===== src/rtl/ac_layer_ctrl_pkg.sv =====
// ---------------------------------------------------------------------------
// ac_layer_ctrl_pkg
// Purpose : shared definitions for the layer controller slice: FSM state
//           encoding, default widths/timeouts and the expected-output helper.
// Contents: AW_DEFAULT, DRAIN_TO_DEFAULT, state_t, expectedCount()
// ---------------------------------------------------------------------------
package ac_layer_ctrl_pkg;

    localparam int AW_DEFAULT       = 16;
    localparam int DRAIN_TO_DEFAULT = 64;

    typedef enum logic [1:0] {
        ST_IDLE   = 2'd0,
        ST_STREAM = 2'd1,
        ST_DRAIN  = 2'd2,
        ST_DONE   = 2'd3
    } state_t;

    // With 2x2 max-pooling the core emits one result per four windows.
    function automatic logic [31:0] expectedCount(input logic [31:0] nWin,
                                                  input logic        mp);
        return mp ? (nWin >> 2) : nWin;
    endfunction

endpackage


===== src/rtl/ac_out_counter.sv =====
// ---------------------------------------------------------------------------
// ac_out_counter
// Purpose : tracks how many results the arithmetic core has returned for the
//           current layer, saturating at the expected count, and times out
//           the drain phase.
// Ports   : clk, reset (async, active-low)
//           i_clear     - accepted layer start; latches expected count, clears
//           i_nWin      - window count of the layer being started
//           i_mp        - pooling enable of the layer being started
//           i_countEn   - controller is busy; results are only counted then
//           i_coreOutEn - result strobe from the core
//           i_drain     - controller is in the drain phase
//           o_outCnt    - results received so far
//           o_reached   - o_outCnt has reached the expected count
//           o_timeout   - drain has run DRAIN_TO cycles without completing
// ---------------------------------------------------------------------------
module ac_out_counter
    import ac_layer_ctrl_pkg::*;
#(
    parameter int AW       = AW_DEFAULT,
    parameter int DRAIN_TO = DRAIN_TO_DEFAULT
) (
    input  logic          clk,
    input  logic          reset,
    input  logic          i_clear,
    input  logic [AW-1:0] i_nWin,
    input  logic          i_mp,
    input  logic          i_countEn,
    input  logic          i_coreOutEn,
    input  logic          i_drain,
    output logic [AW-1:0] o_outCnt,
    output logic          o_reached,
    output logic          o_timeout
);

    localparam int            TW      = $clog2(DRAIN_TO + 1);
    localparam logic [TW-1:0] TO_LAST = TW'(DRAIN_TO - 1);

    logic [AW-1:0] r_expCnt;
    logic [AW-1:0] r_outCnt;
    logic [TW-1:0] r_drainCyc;

    // Expected count is computed once at start from the raw config inputs,
    // since the controller latches its own copy on the same edge.
    always_ff @(posedge clk or negedge reset) begin
        if (!reset) begin
            r_expCnt <= '0;
            r_outCnt <= '0;
        end else if (i_clear) begin
            r_expCnt <= AW'(expectedCount(32'(i_nWin), i_mp));
            r_outCnt <= '0;
        end else if (i_countEn && i_coreOutEn && (r_outCnt < r_expCnt)) begin
            r_outCnt <= r_outCnt + AW'(1);
        end
    end

    // Drain cycle counter restarts every time the drain phase is entered.
    always_ff @(posedge clk or negedge reset) begin
        if (!reset) begin
            r_drainCyc <= '0;
        end else if (!i_drain) begin
            r_drainCyc <= '0;
        end else if (r_drainCyc != TO_LAST) begin
            r_drainCyc <= r_drainCyc + TW'(1);
        end
    end

    assign o_outCnt  = r_outCnt;
    assign o_reached = (r_outCnt == r_expCnt);
    assign o_timeout = i_drain && !o_reached && (r_drainCyc == TO_LAST);

endmodule


===== src/rtl/ac_layer_ctrl.sv =====
// ---------------------------------------------------------------------------
// ac_layer_ctrl
// Purpose : sequences one convolution layer: issues one window-buffer read
//           per cycle, forwards the latched layer configuration to the
//           arithmetic core, waits for the core's results, then reports done
//           (or a drain timeout).
// Ports   : clk, reset (async, active-low)
//           start, cfg_n_win/bias/bound/step/relu/mp - layer start + config
//           pause                 - holds window issue while high
//           win_rd, win_addr      - window-buffer read request
//           core_en               - core input valid (win_rd one cycle later)
//           core_bias/bound/step/relu/mp - latched config to the core
//           core_out_en           - result strobe from the core
//           busy, done, err_to, out_cnt - status
// ---------------------------------------------------------------------------
module ac_layer_ctrl
    import ac_layer_ctrl_pkg::*;
#(
    parameter int AW       = AW_DEFAULT,
    parameter int DRAIN_TO = DRAIN_TO_DEFAULT
) (
    input  logic          clk,
    input  logic          reset,
    input  logic          start,
    input  logic [AW-1:0] cfg_n_win,
    input  logic [15:0]   cfg_bias,
    input  logic [2:0]    cfg_bound,
    input  logic [2:0]    cfg_step,
    input  logic          cfg_relu,
    input  logic          cfg_mp,
    input  logic          pause,
    output logic          win_rd,
    output logic [AW-1:0] win_addr,
    output logic          core_en,
    output logic [15:0]   core_bias,
    output logic [2:0]    core_bound,
    output logic [2:0]    core_step,
    output logic          core_relu,
    output logic          core_mp,
    input  logic          core_out_en,
    output logic          busy,
    output logic          done,
    output logic          err_to,
    output logic [AW-1:0] out_cnt
);

    state_t        r_state;
    logic [AW-1:0] r_issueIdx;
    logic [AW-1:0] r_nWin;
    logic          r_busy;
    logic          r_done;
    logic          r_errTo;
    logic          r_coreEn;
    logic [15:0]   r_coreBias;
    logic [2:0]    r_coreBound;
    logic [2:0]    r_coreStep;
    logic          r_coreRelu;
    logic          r_coreMp;

    logic          w_startAcc;
    logic          w_winRd;
    logic          w_lastIssue;
    logic          w_reached;
    logic          w_timeout;
    logic [AW-1:0] w_outCnt;

    assign w_startAcc  = (r_state == ST_IDLE) && start;
    // Read request follows pause in the same cycle so a paused cycle never
    // consumes an address.
    assign w_winRd     = (r_state == ST_STREAM) && !pause;
    assign w_lastIssue = (r_issueIdx == (r_nWin - AW'(1)));

    // Layer sequencing: the state register, issue index, latched config and
    // the busy/done/err_to status are all updated together here.
    always_ff @(posedge clk or negedge reset) begin
        if (!reset) begin
            r_state     <= ST_IDLE;
            r_issueIdx  <= '0;
            r_nWin      <= '0;
            r_busy      <= 1'b0;
            r_done      <= 1'b0;
            r_errTo     <= 1'b0;
            r_coreBias  <= '0;
            r_coreBound <= '0;
            r_coreStep  <= '0;
            r_coreRelu  <= 1'b0;
            r_coreMp    <= 1'b0;
        end else begin
            case (r_state)
                ST_IDLE: begin
                    if (start) begin
                        r_nWin      <= cfg_n_win;
                        r_issueIdx  <= '0;
                        r_errTo     <= 1'b0;
                        r_coreBias  <= cfg_bias;
                        r_coreBound <= cfg_bound;
                        r_coreStep  <= cfg_step;
                        r_coreRelu  <= cfg_relu;
                        r_coreMp    <= cfg_mp;
                        // An empty layer finishes immediately without reads.
                        if (cfg_n_win == '0) begin
                            r_state <= ST_DONE;
                            r_done  <= 1'b1;
                        end else begin
                            r_state <= ST_STREAM;
                            r_busy  <= 1'b1;
                        end
                    end
                end
                ST_STREAM: begin
                    if (!pause) begin
                        r_issueIdx <= r_issueIdx + AW'(1);
                        if (w_lastIssue) begin
                            r_state <= ST_DRAIN;
                        end
                    end
                end
                ST_DRAIN: begin
                    if (w_reached) begin
                        r_state <= ST_DONE;
                        r_busy  <= 1'b0;
                        r_done  <= 1'b1;
                    end else if (w_timeout) begin
                        r_state <= ST_DONE;
                        r_busy  <= 1'b0;
                        r_done  <= 1'b1;
                        r_errTo <= 1'b1;
                    end
                end
                ST_DONE: begin
                    r_state <= ST_IDLE;
                    r_done  <= 1'b0;
                end
                default: begin
                    r_state <= ST_IDLE;
                    r_busy  <= 1'b0;
                    r_done  <= 1'b0;
                end
            endcase
        end
    end

    // Read data arrives one cycle after the request, so core_en is the
    // request delayed by one register.
    always_ff @(posedge clk or negedge reset) begin
        if (!reset) begin
            r_coreEn <= 1'b0;
        end else begin
            r_coreEn <= w_winRd;
        end
    end

    ac_out_counter #(
        .AW       (AW),
        .DRAIN_TO (DRAIN_TO)
    ) u_outCounter (
        .clk         (clk),
        .reset       (reset),
        .i_clear     (w_startAcc),
        .i_nWin      (cfg_n_win),
        .i_mp        (cfg_mp),
        .i_countEn   (r_busy),
        .i_coreOutEn (core_out_en),
        .i_drain     (r_state == ST_DRAIN),
        .o_outCnt    (w_outCnt),
        .o_reached   (w_reached),
        .o_timeout   (w_timeout)
    );

    assign win_rd     = w_winRd;
    assign win_addr   = r_issueIdx;
    assign core_en    = r_coreEn;
    assign core_bias  = r_coreBias;
    assign core_bound = r_coreBound;
    assign core_step  = r_coreStep;
    assign core_relu  = r_coreRelu;
    assign core_mp    = r_coreMp;
    assign busy       = r_busy;
    assign done       = r_done;
    assign err_to     = r_errTo;
    assign out_cnt    = w_outCnt;

endmodule


===== config.mk =====
export PLATFORM = sky130hd
export DESIGN_NAME = ac_layer_ctrl
export DESIGN_NICKNAME = d
export VERILOG_FILES = /design/src/rtl/ac_layer_ctrl_pkg.sv /design/src/rtl/ac_out_counter.sv /design/src/rtl/ac_layer_ctrl.sv
export SDC_FILE = /design/constraint.sdc
export NUM_CORES = 1
export LEC_CHECK = 0
export BUFFER_PORTS_ARGS = -buffer_cell sky130_fd_sc_hd__buf_2
export CAP_MARGIN = 0
export CORE_AREA = 2 2 102 104
export DETAILED_ROUTE_END_ITERATION = 8
export DIE_AREA = 0 0 104 106
export GPL_TIMING_DRIVEN = 0
export PLACE_DENSITY = 0.81
export SLEW_MARGIN = 10
export SYNTH_ARGS = -nofsm -noshare
export SYNTH_HDL_FRONTEND = slang
export SYNTH_SLANG_ARGS = --single-unit

===== constraint.sdc =====
create_clock -name clk -period 6 [get_ports clk]
set_input_delay 0.3 -clock clk [delete_from_list [all_inputs] [get_ports clk]]
set_output_delay 0.3 -clock clk [all_outputs]
set_load 0.01 [all_outputs]

==> results of run 1 <==
[flip-flops by register name, summed over array words and instances (netlist names)]
register                 cells
core_bias                   16
r_nWin                      16
u_outCounter.o_outCnt       16
u_outCounter.r_expCnt       16
win_addr                    16
u_outCounter.r_drainCyc      7
core_bound                   3
core_step                    3
r_state                      2
busy                         1
core_en                      1
core_mp                      1
core_relu                    1
done                         1
err_to                       1
[layer usage]
layer	GRT usage, %	wire length, um
met3	4.78	913
met5	0	0
met2	42.5	6480
met4	9.65	209
met1	34.4	6050
[cell families (layout without fill, tap and decap cells)]
kind of cell	Yosys count	count (layout)	share of synthesized area, %
flip-flops	101	101	45.3
adder cells (fa/ha/maj)	24	24	5.38
buffers and inverters	62	184	4.31
AND/OR/NAND/NOR	293	293	24.6
XOR/XNOR	35	35	5.49
multiplexers	20	20	3.61
AO/OA/AOI/OAI	98	98	11.3
[Yosys cell counts (2+ instances only)]
| library cell | n | share of area [%] |
|---|---|---|
| nand2_1 | 156 | 10 |
| dfrtp_1 | 101 | 45 |
| nor2_1 | 33 | 2.2 |
| o21ai_0 | 32 | 2.9 |
| inv_1 | 29 | 2.0 |
| clkbuf_1 | 26 | 1.7 |
| ha_1 | 24 | 5.4 |
| a21oi_1 | 22 | 2.0 |
| nand3_1 | 21 | 1.9 |
| mux2i_1 | 19 | 3.4 |
| xnor2_1 | 18 | 2.8 |
| xor2_1 | 17 | 2.7 |
| nand4_1 | 14 | 1.6 |
| or4_1 | 10 | 1.3 |
| o31ai_1 | 9 | 1.2 |
| nor4_1 | 8 | 0.90 |
| and2_1 | 7 | 0.78 |
| nand2b_1 | 7 | 0.78 |
| and3_1 | 6 | 0.67 |
| buf_1 | 6 | 0.40 |
| nand3b_1 | 6 | 0.81 |
| nor2b_1 | 6 | 0.67 |
| nor3_1 | 5 | 0.45 |
| a31oi_1 | 4 | 0.45 |
| or3_1 | 4 | 0.45 |
| a21boi_0 | 3 | 0.40 |
| a21o_1 | 3 | 0.40 |
| and4_1 | 3 | 0.47 |
| o311ai_0 | 3 | 0.47 |
| o41ai_1 | 3 | 0.47 |
| a22o_1 | 2 | 0.31 |
| a31o_2 | 2 | 0.31 |
| o31a_1 | 2 | 0.31 |
| or2_2 | 2 | 0.22 |
[cell type report]
type,count,area [um2]
buffer,33,131
multi-input combinational,470,2810
inverter,29,109
clock inverter,5,50.0
timing repair buffer,106,561
clock buffer,11,141
tap,136,170
sequential,101,2530
fill,848,3500
[cells in the final DEF (no fill, tap or decap), drive strengths merged, types with 3 or more instances in the layout]
| master | n |
|---|---|
| clkbuf | 37 |
| nand2 | 156 |
| clkinv | 4 |
| nand3b | 6 |
| nand3 | 21 |
| nor2 | 33 |
| o21ai | 33 |
| a21boi | 3 |
| mux2i | 19 |
| a21oi | 23 |
| o311ai | 3 |
| o31ai | 9 |
| and3 | 6 |
| or4 | 10 |
| and2 | 7 |
| nor4 | 9 |
| nand4 | 14 |
| and4 | 3 |
| xor2 | 17 |
| nor3 | 5 |
| dfrtp | 101 |
| nand2b | 7 |
| o41ai | 3 |
| xnor2 | 18 |
| or3 | 4 |
| a31oi | 4 |
| a21o | 3 |
| inv | 29 |
| buf | 112 |
| ha | 24 |
| nor2b | 6 |
[worst min path at each step]
stage / end / slack (ps)
3_5_place_dp: u_outCounter.o_outCnt[13] / 290
5_1_grt: core_step[1] / 120
3_3_place_gp: core_bias[7] / 450
2_1_floorplan: busy / 4
6_report: core_bias[7] / 120
4_1_cts: core_bias[7] / 100
[worst max-delay path: stages (launching register included)]
cell and delay (ps):
dfrtp_1 380, buf_6 130, or4_1 510, or4b_1 530, o22a_1 210, a2111oi_2 390, o2111ai_1 310, a21oi_2 290
mux2i_1 210
[power by group through the flow]
stage,Clock [uW],Sequential (uW),Combinational (uW)
CTS,439,680,47.2
global placement,0,694,43.3
floorplan,0,694,9.22
finish,431,680,46.4
global route,466,680,52.3
detailed placement,0,694,46.2
[timing repair]
item | CTS | global route
endpoints found under the setup margin | 0 | 0
endpoints found under the hold margin | 34 | 0
hold buffers | 1 | 0
[through the flow]
stage	hold slack, ps	area, um2	total power (uW)	util [%]
2_1_floorplan	4.41	5580	703	-
3_3_place_gp	454	6270	737	62.7
3_5_place_dp	290	6300	740	63.0
4_1_cts	104	6500	1170	65.0
5_1_grt	121	6500	1200	65.0
6_report	117	6500	1160	65.0
==> impl_metrics.ini, run 1 <==
[run_status]
status = completed

[synth]
syn-num-nets = 702
synth_ff_type = dfrtp_1
synth_edf_count = 0
avgSynthCellArea_um2 = 8.81
ys_seq_elements = 101
async_flop_share_pct = 100
synth.distinct_cells = 54
syn_area_um2 = 5580
ys_warn_count = 0
synth_sequential_area_ratio_pct = 45.3
syn_inst = 633

[placed_design]
gp_congestion = 0.861
dp_hpwl_um = 10200
io_buffers = 104
pre_cts_slack_ps = 3060
placedCellCount = 874

[cts]
cts-root-buf = clkbuf_8
cts_htree_levels = 3
numClockSinks = 101
clk_latency_ps = 370
cts_setup_buffers = 0
cts_tree = done
numCtsBuffers = 9
clkTransAtPathRegs_ps = 90
clockBufferDepth = 2
cts_resized = 0

[final_layout]
nets = 819
instances_no_fill = 891
num_antenna_cells = 0
drive_above_1_share_pct = 17.2
syn2layout_area_growth_pct = 16.5

[route]
drc = 0
routed_wl_um = 13700
ant_nets = 0
vias = 4997
avgViaCountPerCell = 5.61
drtIter0Drc = 300
routedWlPerCell_um = 15.3
firstDrtPassIters = 4

[timing]
grt_setup_unrepaired = no
fin_ws_ps = 2970
finalSetupViolCount = 0
tightest_slew_ps = 905
finalHoldViolCount = 0
fin_setup_tns_ps = 0
fmax_ghz = 0.330
slew_viol_final = 0
min_period_over_period_pct = 50.6
period_needed_ps = 3030
maxSlewHeadroom_pct = 39.2
worst_clock_skew_ps = 10.3

[global_routing]
grt_usage_pct = 25.9
grt_pass1_wl_um = 23000
overflow = 0
grt_antenna_before_repair = 0
grt_max_degree = 68
grt_pass1_vias = 4881

[setup_path]
timing.rr.start = r_nWin[2]
r2r_slack_ps = 2970
worst_setup_path_end_kind = register
worst_ep_required_time_ps = 6290
crit_fanout = 8
arrival_ps = 3320
endpoint = r_state[1]
cp-start-kind = register
timing.rr.end = r_state[1]
crit_start = r_nWin[2]
reg2regPathDepth = 8
criticalPathCategory = register to register

[floorplanning]
rows = 37
die_y_um = 106
io_pins = 106
coreArea_um2 = 10000
die_x_um = 104
start_util_pct = 55.8
dieArea_um2 = 11000

[power]
power.switching_uw = 258
vdd_drop_max_mv = 0.101
power_frac_seq_pct = 58.8
combPwrFrac_pct = 4.0
leakage_uw = 0.00334
powerDensity_nw_per_um2 = 178
clkPwrFrac_pct = 37.2
internal-power_uw = 900
switching_share_pct = 22.3

[min_path]
holdCritPathClass = primary input to register
min_from = cfg_bias[7]
whs_path_depth = 3

[run]
maxCapViolCount = 0
(Power assumes the default switching activity.)
==> inputs of run 2 (changes only) <==
- CORE_AREA: 2 2 102 104 -> 2 2 103 105
- DIE_AREA: 0 0 104 106 -> 0 0 105 107
- PLACE_DENSITY: 0.81 -> 0.8
- clock period: 6 -> 3.2 ns (I/O delays scaled with it)
==> impl_metrics.ini, run 2 (synthesis results as in run 1) <==
[setup_path]
timing.rr.end = r_state[1]
timing.rr.start = r_nWin[2]
path_buf_inv = 1
cp-start-kind = register
crit_fanout = 8
arrival_ps = 3470
worst_ep_required_time_ps = 3490
crit_family = compound AO/OA/AOI/OAI gates
cp_num_cells = 8
crit_start = r_nWin[2]
r2r_slack_ps = 20
crit_slowest_cell = or4b_1
slowest_delay_ps = 560
worstPathCellList = buf_6 -> or4_1 -> or4b_1 -> o22a_1 -> a2111oi_2 -> o2111ai_1 -> a21oi_2 -> mux2i_1
worst_setup_path_end_kind = register
reg2regPathDepth = 8
criticalPathCategory = register to register
endpoint = r_state[1]

[route]
vias = 5101
drc = 0
avgViaCountPerCell = 5.58
routed_wl_um = 14200
firstDrtPassIters = 4
wl_met2_um = 6910
routedWlPerCell_um = 15.6
wl_met3_um = 1020
drtIter0Drc = 220
ant_nets = 0
wl_met1_um = 6170
maxUsedRoutingLayer = met4

[run]
maxCapViolCount = 0

[timing]
period_needed_ps = 3180
finalHoldViolCount = 0
tightest_slew_ps = 877
min_period_over_period_pct = 99.3
finalSetupViolCount = 0
grt_setup_unrepaired = no
maxSlewHeadroom_pct = 41.0
fin_setup_tns_ps = 0
worst_clock_skew_ps = 14.1
fin_ws_ps = 22.9
fmax_ghz = 0.315
slew_viol_final = 0

[cts]
cts_setup_buffers = 0
cts_htree_levels = 3
numCtsBuffers = 9
numClockSinks = 101
cts_tree = done
clkTransAtPathRegs_ps = 100
cts_resized = 0
clockBufferDepth = 2
holdBufCountCts = 24
clk_latency_ps = 380
cts-root-buf = clkbuf_8

[floorplanning]
die_x_um = 105
dieArea_um2 = 11200
io_pins = 106
die_y_um = 107
rows = 37
coreArea_um2 = 10100
start_util_pct = 55.3

[placed_design]
pre_cts_slack_ps = 104
place_area_um2 = 6300
placedCellCount = 874
dp_hpwl_um = 10300
io_buffers = 104
gp_congestion = 0.925

[final_layout]
multi_input_area_um2 = 2810
syn2layout_area_growth_pct = 21.4
final_util_pct = 67.1
num_antenna_cells = 0
layout_common_cells = nand2_1, buf_2, dfrtp_1, nor2_1, o21ai_0
drive_above_1_share_pct = 16.8
nets = 842
regArea_um2 = 2530
final_common_cell = nand2_1
fin_area_um2 = 6770
n_fill_cell = 830
instances_no_fill = 914

[power]
powerDensity_nw_per_um2 = 344
vdd_drop_max_mv = 0.203
leakage_uw = 0.00345

[global_routing]
grt_pass1_vias = 5071
grt_pass1_wl_um = 23800
overflow = 0
grt_antenna_before_repair = 0
grt_usage_pct = 26.3
grt_max_degree = 66

[min_path]
whs_path_depth = 3
holdCritPathClass = primary input to register

[run_status]
status = completed
[run 2: power by group]
group | switching, uW | internal, uW | total [uW]
Sequential | 0 | 1280 | 1280
Combinational | 59.6 | 52.1 | 112
Clock | 460 | 485 | 945
[run 2: cell type report]
cell class / instances / share of cell area (%)
tap: 136 / 2.51
clock buffer: 11 / 2.23
inverter: 29 / 1.61
multi-input combinational: 470 / 41.5
buffer: 33 / 1.94
clock inverter: 5 / 1.22
sequential: 101 / 37.3
timing repair buffer: 129 / 11.7
[run 2: how the worst min path moves through the flow]
stage	slack [ps]	start	endpoint
after floorplan	-140	reset	busy
after global placement	350	cfg_bias[13]	core_bias[13]
after detailed placement	170	reset	u_outCounter.o_outCnt[13]
after CTS	30	cfg_n_win[11]	r_nWin[11]
after global routing	30	cfg_n_win[1]	r_nWin[1]
final	30	cfg_n_win[13]	r_nWin[13]
[run 2: worst reg2reg max path, delay by kind of cell, from the launching register on]
family          cells  cell delay (ps)
buf+inv             1              130
flops               1              380
simple gates        2             1070
mux                 1              250
compound gates      4             1260
[run 2: layer usage]
| metal | global-route usage [%] | vias to the layer above |
|---|---|---|
| li1 | - | 2448 |
| met1 | 34.9 | 2466 |
| met2 | 44.7 | 174 |
| met5 | 0 | - |
| met3 | 5.17 | 13 |
| met4 | 6.67 | 0 |
[run 2: stage by stage]
stage / power, uW / hold WS (ps)
after global placement: 1380 / 349
final: 2330 / 25.6
after floorplan: 1320 / -136
after detailed placement: 1390 / 166
after CTS: 2340 / 25.5
after global routing: 2410 / 32.5
